## src/rtl/grid_cursor_ctrl.sv

```systemverilog
// rtl/grid_cursor_ctrl.sv - debounced push-button cursor controller for a COLS x ROWS key grid
module grid_cursor_ctrl #(
  parameter int COLS         = 3,
  parameter int ROWS         = 4,
  parameter int XW           = 4,
  parameter int YW           = 4,
  parameter int INIT_X       = 1,
  parameter int INIT_Y       = 1,
  parameter int DEB_CYCLES   = 16,
  parameter int REPEAT_DELAY = 500,
  parameter int REPEAT_RATE  = 100,
  parameter int WRAP         = 0,
  parameter int CW           = 20
) (
  input  logic             clk,
  input  logic             rst_n,
  input  logic             btn_up,
  input  logic             btn_down,
  input  logic             btn_left,
  input  logic             btn_right,
  input  logic             btn_sel,
  output logic [XW-1:0]    cursor_x,
  output logic [YW-1:0]    cursor_y,
  output logic [XW+YW-1:0] cursor_idx,
  output logic             moved,
  output logic             sel_pulse
);

  localparam int NB = 5;
  localparam int IW = XW + YW;
  localparam logic [1:0] ST_IDLE   = 2'd0;
  localparam logic [1:0] ST_DELAY  = 2'd1;
  localparam logic [1:0] ST_REPEAT = 2'd2;
  localparam logic [CW-1:0] DEB_LAST  = CW'(DEB_CYCLES - 1);
  localparam logic [CW-1:0] DLY_LAST  = CW'((REPEAT_DELAY > 0) ? REPEAT_DELAY - 1 : 0);
  localparam logic [CW-1:0] RATE_LAST = CW'(REPEAT_RATE - 1);
  localparam logic [XW-1:0] X_MAX = XW'(COLS - 1);
  localparam logic [YW-1:0] Y_MAX = YW'(ROWS - 1);

  // Bit order: 0 up, 1 down, 2 left, 3 right, 4 select.
  logic [NB-1:0] raw, s1, s2, deb, deb_q, press;
  logic [CW-1:0] deb_cnt [NB];
  logic [1:0]    rep_st  [4];
  logic [CW-1:0] rep_cnt [4];
  logic [3:0]    step;
  logic [XW-1:0] nx;
  logic [YW-1:0] ny;
  logic [IW-1:0] idx_n;

  assign raw   = {btn_sel, btn_right, btn_left, btn_down, btn_up};
  assign press = deb_q & ~deb;

  always_ff @(posedge clk or negedge rst_n) begin
    if (!rst_n) begin
      s1    <= '1;
      s2    <= '1;
      deb   <= '1;
      deb_q <= '1;
      for (int i = 0; i < NB; i++) deb_cnt[i] <= '0;
    end else begin
      s1    <= raw;
      s2    <= s1;
      deb_q <= deb;
      for (int i = 0; i < NB; i++) begin
        if (s2[i] == deb[i]) begin
          deb_cnt[i] <= '0;
        end else if (deb_cnt[i] == DEB_LAST) begin
          deb[i]     <= s2[i];
          deb_cnt[i] <= '0;
        end else begin
          deb_cnt[i] <= deb_cnt[i] + 1'b1;
        end
      end
    end
  end

  // A released level forces IDLE from any state, so a step needs a fresh press.
  always_ff @(posedge clk or negedge rst_n) begin
    if (!rst_n) begin
      step <= '0;
      for (int i = 0; i < 4; i++) begin
        rep_st[i]  <= ST_IDLE;
        rep_cnt[i] <= '0;
      end
    end else begin
      for (int i = 0; i < 4; i++) begin
        step[i] <= 1'b0;
        if (deb[i]) begin
          rep_st[i]  <= ST_IDLE;
          rep_cnt[i] <= '0;
        end else begin
          case (rep_st[i])
            ST_IDLE: begin
              if (press[i]) begin
                step[i]    <= 1'b1;
                rep_cnt[i] <= '0;
                if (REPEAT_DELAY != 0) rep_st[i] <= ST_DELAY;
              end
            end
            ST_DELAY: begin
              if (rep_cnt[i] == DLY_LAST) begin
                step[i]    <= 1'b1;
                rep_st[i]  <= ST_REPEAT;
                rep_cnt[i] <= '0;
              end else begin
                rep_cnt[i] <= rep_cnt[i] + 1'b1;
              end
            end
            ST_REPEAT: begin
              if (rep_cnt[i] == RATE_LAST) begin
                step[i]    <= 1'b1;
                rep_cnt[i] <= '0;
              end else begin
                rep_cnt[i] <= rep_cnt[i] + 1'b1;
              end
            end
            default: rep_st[i] <= ST_IDLE;
          endcase
        end
      end
    end
  end

  // Opposing steps on one axis cancel; the two axes are independent.
  always_comb begin
    nx = cursor_x;
    ny = cursor_y;
    if (step[0] && !step[1]) begin
      if (cursor_y == '0) ny = (WRAP != 0) ? Y_MAX : cursor_y;
      else                ny = cursor_y - YW'(1);
    end else if (step[1] && !step[0]) begin
      if (cursor_y == Y_MAX) ny = (WRAP != 0) ? '0 : cursor_y;
      else                   ny = cursor_y + YW'(1);
    end
    if (step[2] && !step[3]) begin
      if (cursor_x == '0) nx = (WRAP != 0) ? X_MAX : cursor_x;
      else                nx = cursor_x - XW'(1);
    end else if (step[3] && !step[2]) begin
      if (cursor_x == X_MAX) nx = (WRAP != 0) ? '0 : cursor_x;
      else                   nx = cursor_x + XW'(1);
    end
    idx_n = IW'(ny) * IW'(COLS) + IW'(nx);
  end

  always_ff @(posedge clk or negedge rst_n) begin
    if (!rst_n) begin
      cursor_x   <= XW'(INIT_X);
      cursor_y   <= YW'(INIT_Y);
      cursor_idx <= IW'(INIT_Y * COLS + INIT_X);
      moved      <= 1'b0;
      sel_pulse  <= 1'b0;
    end else begin
      cursor_x   <= nx;
      cursor_y   <= ny;
      cursor_idx <= idx_n;
      moved      <= (nx != cursor_x) || (ny != cursor_y);
      sel_pulse  <= press[4];
    end
  end

endmodule

```

## config.mk

```make
export PLATFORM = sky130hd
export DESIGN_NAME = grid_cursor_ctrl
export DESIGN_NICKNAME = d
export VERILOG_FILES = /design/src/rtl/grid_cursor_ctrl.sv
export SDC_FILE = /design/constraint.sdc
export NUM_CORES = 1
export LEC_CHECK = 0
export CORE_ASPECT_RATIO = 1.1
export CORE_MARGIN = 8
export CORE_UTILIZATION = 42
export DETAILED_ROUTE_END_ITERATION = 6
export HOLD_SLACK_MARGIN = 0.08
export PLACE_DENSITY = 0.67
export SYNTH_ARGS = -nofsm -noshare
export SYNTH_HDL_FRONTEND = slang
export SYNTH_SLANG_ARGS = --single-unit
```

## constraint.sdc

```tcl
create_clock -name clk -period 3.2 [get_ports clk]
set_input_delay 0.32 -clock clk [delete_from_list [all_inputs] [get_ports clk]]
set_output_delay 0.32 -clock clk [all_outputs]
set_load 0.005 [all_outputs]
```

==> results.cfg <==
[status]
status = finished, final reports clean

[detailed_routing]
post-route-drc-count = 0
ant_nets = 0
first_pass_iters = 5
vias = 9215
vias_per_cell = 5.46
drt-initial-drc-count = 545
wl_mm = 23.8
wl_per_cell_um = 14.1

[yosys]
async_flop_share_pct = 100
yosys_register_bits = 228
yosysSeqAreaShare_pct = 47.5
synth_cell_types = 70
syn_inst = 1276
syn_area_per_cell_um2 = 9.46
syn_area_mm2 = 0.0121
synth_ff_type = dfrtp_1
synth_edf_count = 0
synth_warnings = 0

[sta]
final.setup.tns_ns = 0
max_freq_mhz = 335
maxSlewHeadroom_pct = 32.0
rsz0062_at_grt = false
hold_slack_ns = 0.200
finClkSkew_ns = 0.0261
layout_min_cycle_time_ns = 2.99
fin_crit_sh_pct = 93.3
hold_violations = 0
finalSetupViolations = 0
drv_slew = 0
worst_pin_slew_ns = 1.01

[job]
drv_cap = 0

[clock_network]
max-clock-path-buffers = 3
clk_latency_ns = 0.52
htreeDepth = 1
cts_tree = yes
root_buffer = clkbuf_16
cts_sinks = 228
numCtsBuffers = 26
clk_pin_slew_worst_paths_ns = 0.06

[global_routing]
grt_max_degree = 92
grt-ovfl-total = 0
antenna_found_initial = 0
grt_pass1_wl_mm = 42.2
grt.total_usage_pct = 13.9
first_global_vias = 9085

[critical_path]
end_kind = flop
worstPathRequired_ns = 3.67
crit_fanout = 6
worstSetupStartpointType = flop
crit_type = flop to flop
cp.arrival_ns = 3.45

[cells_and_area]
final_core_util_pct = 47.8
finalNetCount = 1351
diodes = 0
drive_gt1_share_pct = 8.72
final_area_mm2 = 0.0136
areaGrowthSynthToFinish_pct = 12.6

[floorplanning]
num_io_pins = 25
start_util_pct = 42.4
die_w_um = 178
dieHeight_um = 194
design.die.area_mm2 = 0.0344
fp-row-count = 65
core_area_mm2 = 0.0285

[worst_hold_path]
worstHoldPathType = primary input to flop

[placement]
placed_area_mm2 = 0.0127
routabilityCongestion = 0.796
port_buffers = 22
dpl.hpwl_mm = 15.9

[power_and_ir_drop]
power_uw = 6230
irDropWorstVdd_v = 0.000445
powerDensity_mw_per_mm2 = 458
p_leak_uw = 0.00588
[path summary, 6_finish.rpt]
kind                                  start  slack [ns]  depth (start not counted)            end
worst max-delay path            cursor_y[0]        0.21                         14  cursor_idx[5]
worst min-delay path               btn_left        0.20                          1          s1[2]
worst max register to register  cursor_y[0]        0.21                         14  cursor_idx[5]
worst min register to register        s1[2]        0.36                          0          s2[2]
max in group asynchronous             rst_n        1.90                          3       deb_q[1]
min in group asynchronous             rst_n        0.39                          2    rep_cnt[46]
[critical path: stages (launching register included)]
cell and delay, ns:
dfstp_2 0.58, inv_1 0.07, ha_1 0.24, a21oi_2 0.19
o22ai_1 0.12, a311oi_2 0.32, buf_4 0.17, xnor2_1 0.07
ha_1 0.29, ha_1 0.16, inv_1 0.05, fa_1 0.40
nor2b_1 0.11, o21ai_0 0.08, nand2b_1 0.07
[final cells by class]
cell class | count | area, um2
Timing Repair Buffer | 40 | 375
Inverter | 41 | 154
Multi-Input combinational cell | 962 | 5950
Clock inverter | 11 | 139
Tap cell | 368 | 460
Sequential cell | 228 | 5730
Fill cell | 2631 | 14900
Clock buffer | 37 | 783
[flip-flops by register name, indices dropped and copies added (netlist names)]
name,count
sel_pulse,1
s2,5
deb_q,5
rep_cnt,80
cursor_y,4
rep_st,8
deb_cnt,100
step,4
deb,5
s1,5
cursor_idx,6
cursor_x,4
moved,1
[cells in the final DEF, fill, tap and decap left out, drive strengths merged, types with 3 or more instances in the layout]
| cell type | synthesis | layout |
|---|---|---|
| dfrtp | 205 | 205 |
| nor2 | 162 | 162 |
| nand2 | 111 | 111 |
| nand3 | 95 | 95 |
| a21oi | 52 | 52 |
| xnor2 | 51 | 51 |
| xor2 | 48 | 48 |
| ha | 44 | 44 |
| and3 | 44 | 44 |
| inv | 41 | 41 |
| o21ai | 41 | 41 |
| clkbuf | 19 | 37 |
| nand4 | 36 | 36 |
| nor4 | 35 | 35 |
| nor3 | 31 | 31 |
| a22o | 25 | 25 |
| dfstp | 23 | 23 |
| clkdlybuf4s50 | 0 | 21 |
| a31oi | 20 | 20 |
| buf | 27 | 18 |
| mux2i | 16 | 16 |
| nor2b | 16 | 16 |
| or3 | 16 | 16 |
| a21o | 15 | 15 |
| nand2b | 11 | 11 |
| o311ai | 11 | 11 |
| and2 | 10 | 10 |
| or2 | 7 | 7 |
| or4 | 6 | 6 |
| o21bai | 6 | 6 |
| a211oi | 6 | 6 |
| o31ai | 6 | 6 |
| clkinv | 0 | 6 |
| and4 | 5 | 5 |
| mux2 | 5 | 5 |
| a41oi | 5 | 5 |
| o211ai | 3 | 3 |
| bufinv | 0 | 3 |
[power by group]
part / internal (uW) / leakage (uW) / switching [uW] / total (uW)
Combinational: 54.5 / 0.00233 / 119 / 174
Sequential: 2920 / 0.00309 / 21.3 / 2940
Clock: 1940 / 0.000453 / 1180 / 3120
Total: 4910 / 0.00588 / 1320 / 6230
[cells in the mapped netlist (5+ instances only)]
cell,n,share of area [%]
a41oi_1,5,0.36
dfstp_2,23,5.0
buf_2,15,0.62
and4_1,5,0.36
xnor2_1,51,3.7
or3_1,16,0.83
ha_1,44,4.6
a211oi_1,6,0.37
nor4_1,33,1.7
or2_2,6,0.31
o21bai_1,6,0.37
o21ai_0,34,1.4
nor2b_1,16,0.83
a22o_1,25,1.8
mux2i_1,16,1.3
nand2_1,110,3.4
nor2_1,161,5.0
inv_1,40,1.2
nand4_1,36,1.9
mux2_2,5,0.47
nand2b_1,11,0.57
o311ai_0,10,0.73
a21o_1,13,0.81
a31oi_1,20,1.0
nand3_1,95,3.9
buf_6,5,0.47
dfrtp_1,205,43
or4_1,6,0.37
nor3_1,30,1.2
xor2_1,48,3.5
and3_1,43,2.2
clkbuf_1,18,0.56
and2_1,10,0.52
a21oi_1,50,2.1
o31ai_1,6,0.37
[per-stage QoR]
step	cells	worst slack (ns)
finish	1687	0.214
global route	1687	0.00991
CTS	1687	0.131
detailed placement	1638	0.143
global placement	1638	0.245
floorplan	1277	0.297
[cells by family (layout without fill, tap and decap cells)]
family / after synthesis / after routing / share of synthesized area [%]
mux: 21 / 21 / 1.79
xor+xnor: 99 / 99 / 7.18
fa+ha+maj: 45 / 45 / 4.73
simple gates: 591 / 591 / 24.1
flops: 228 / 228 / 47.5
buf+inv: 87 / 129 / 3.31
compound gates: 204 / 204 / 11.3
other cells: 1 / 2 / 0.0311
[timing repair]
action                                  4_1_cts  5_1_grt
hold buffers                                  1        0
endpoints found under the setup margin        0        2
hold endpoints to repair                     82        0
gates resized for setup                       0        2
setup buffers                                 0        0
[metal layers]
layer	vias up	GRT usage [%]	wire length (um)
li1	4566	-	-
met1	4485	18.4	11100
met2	135	23.7	11400
met3	29	2.05	966
met4	0	3.31	364
met5	-	0	0
Power figures use the tool's default switching activity.
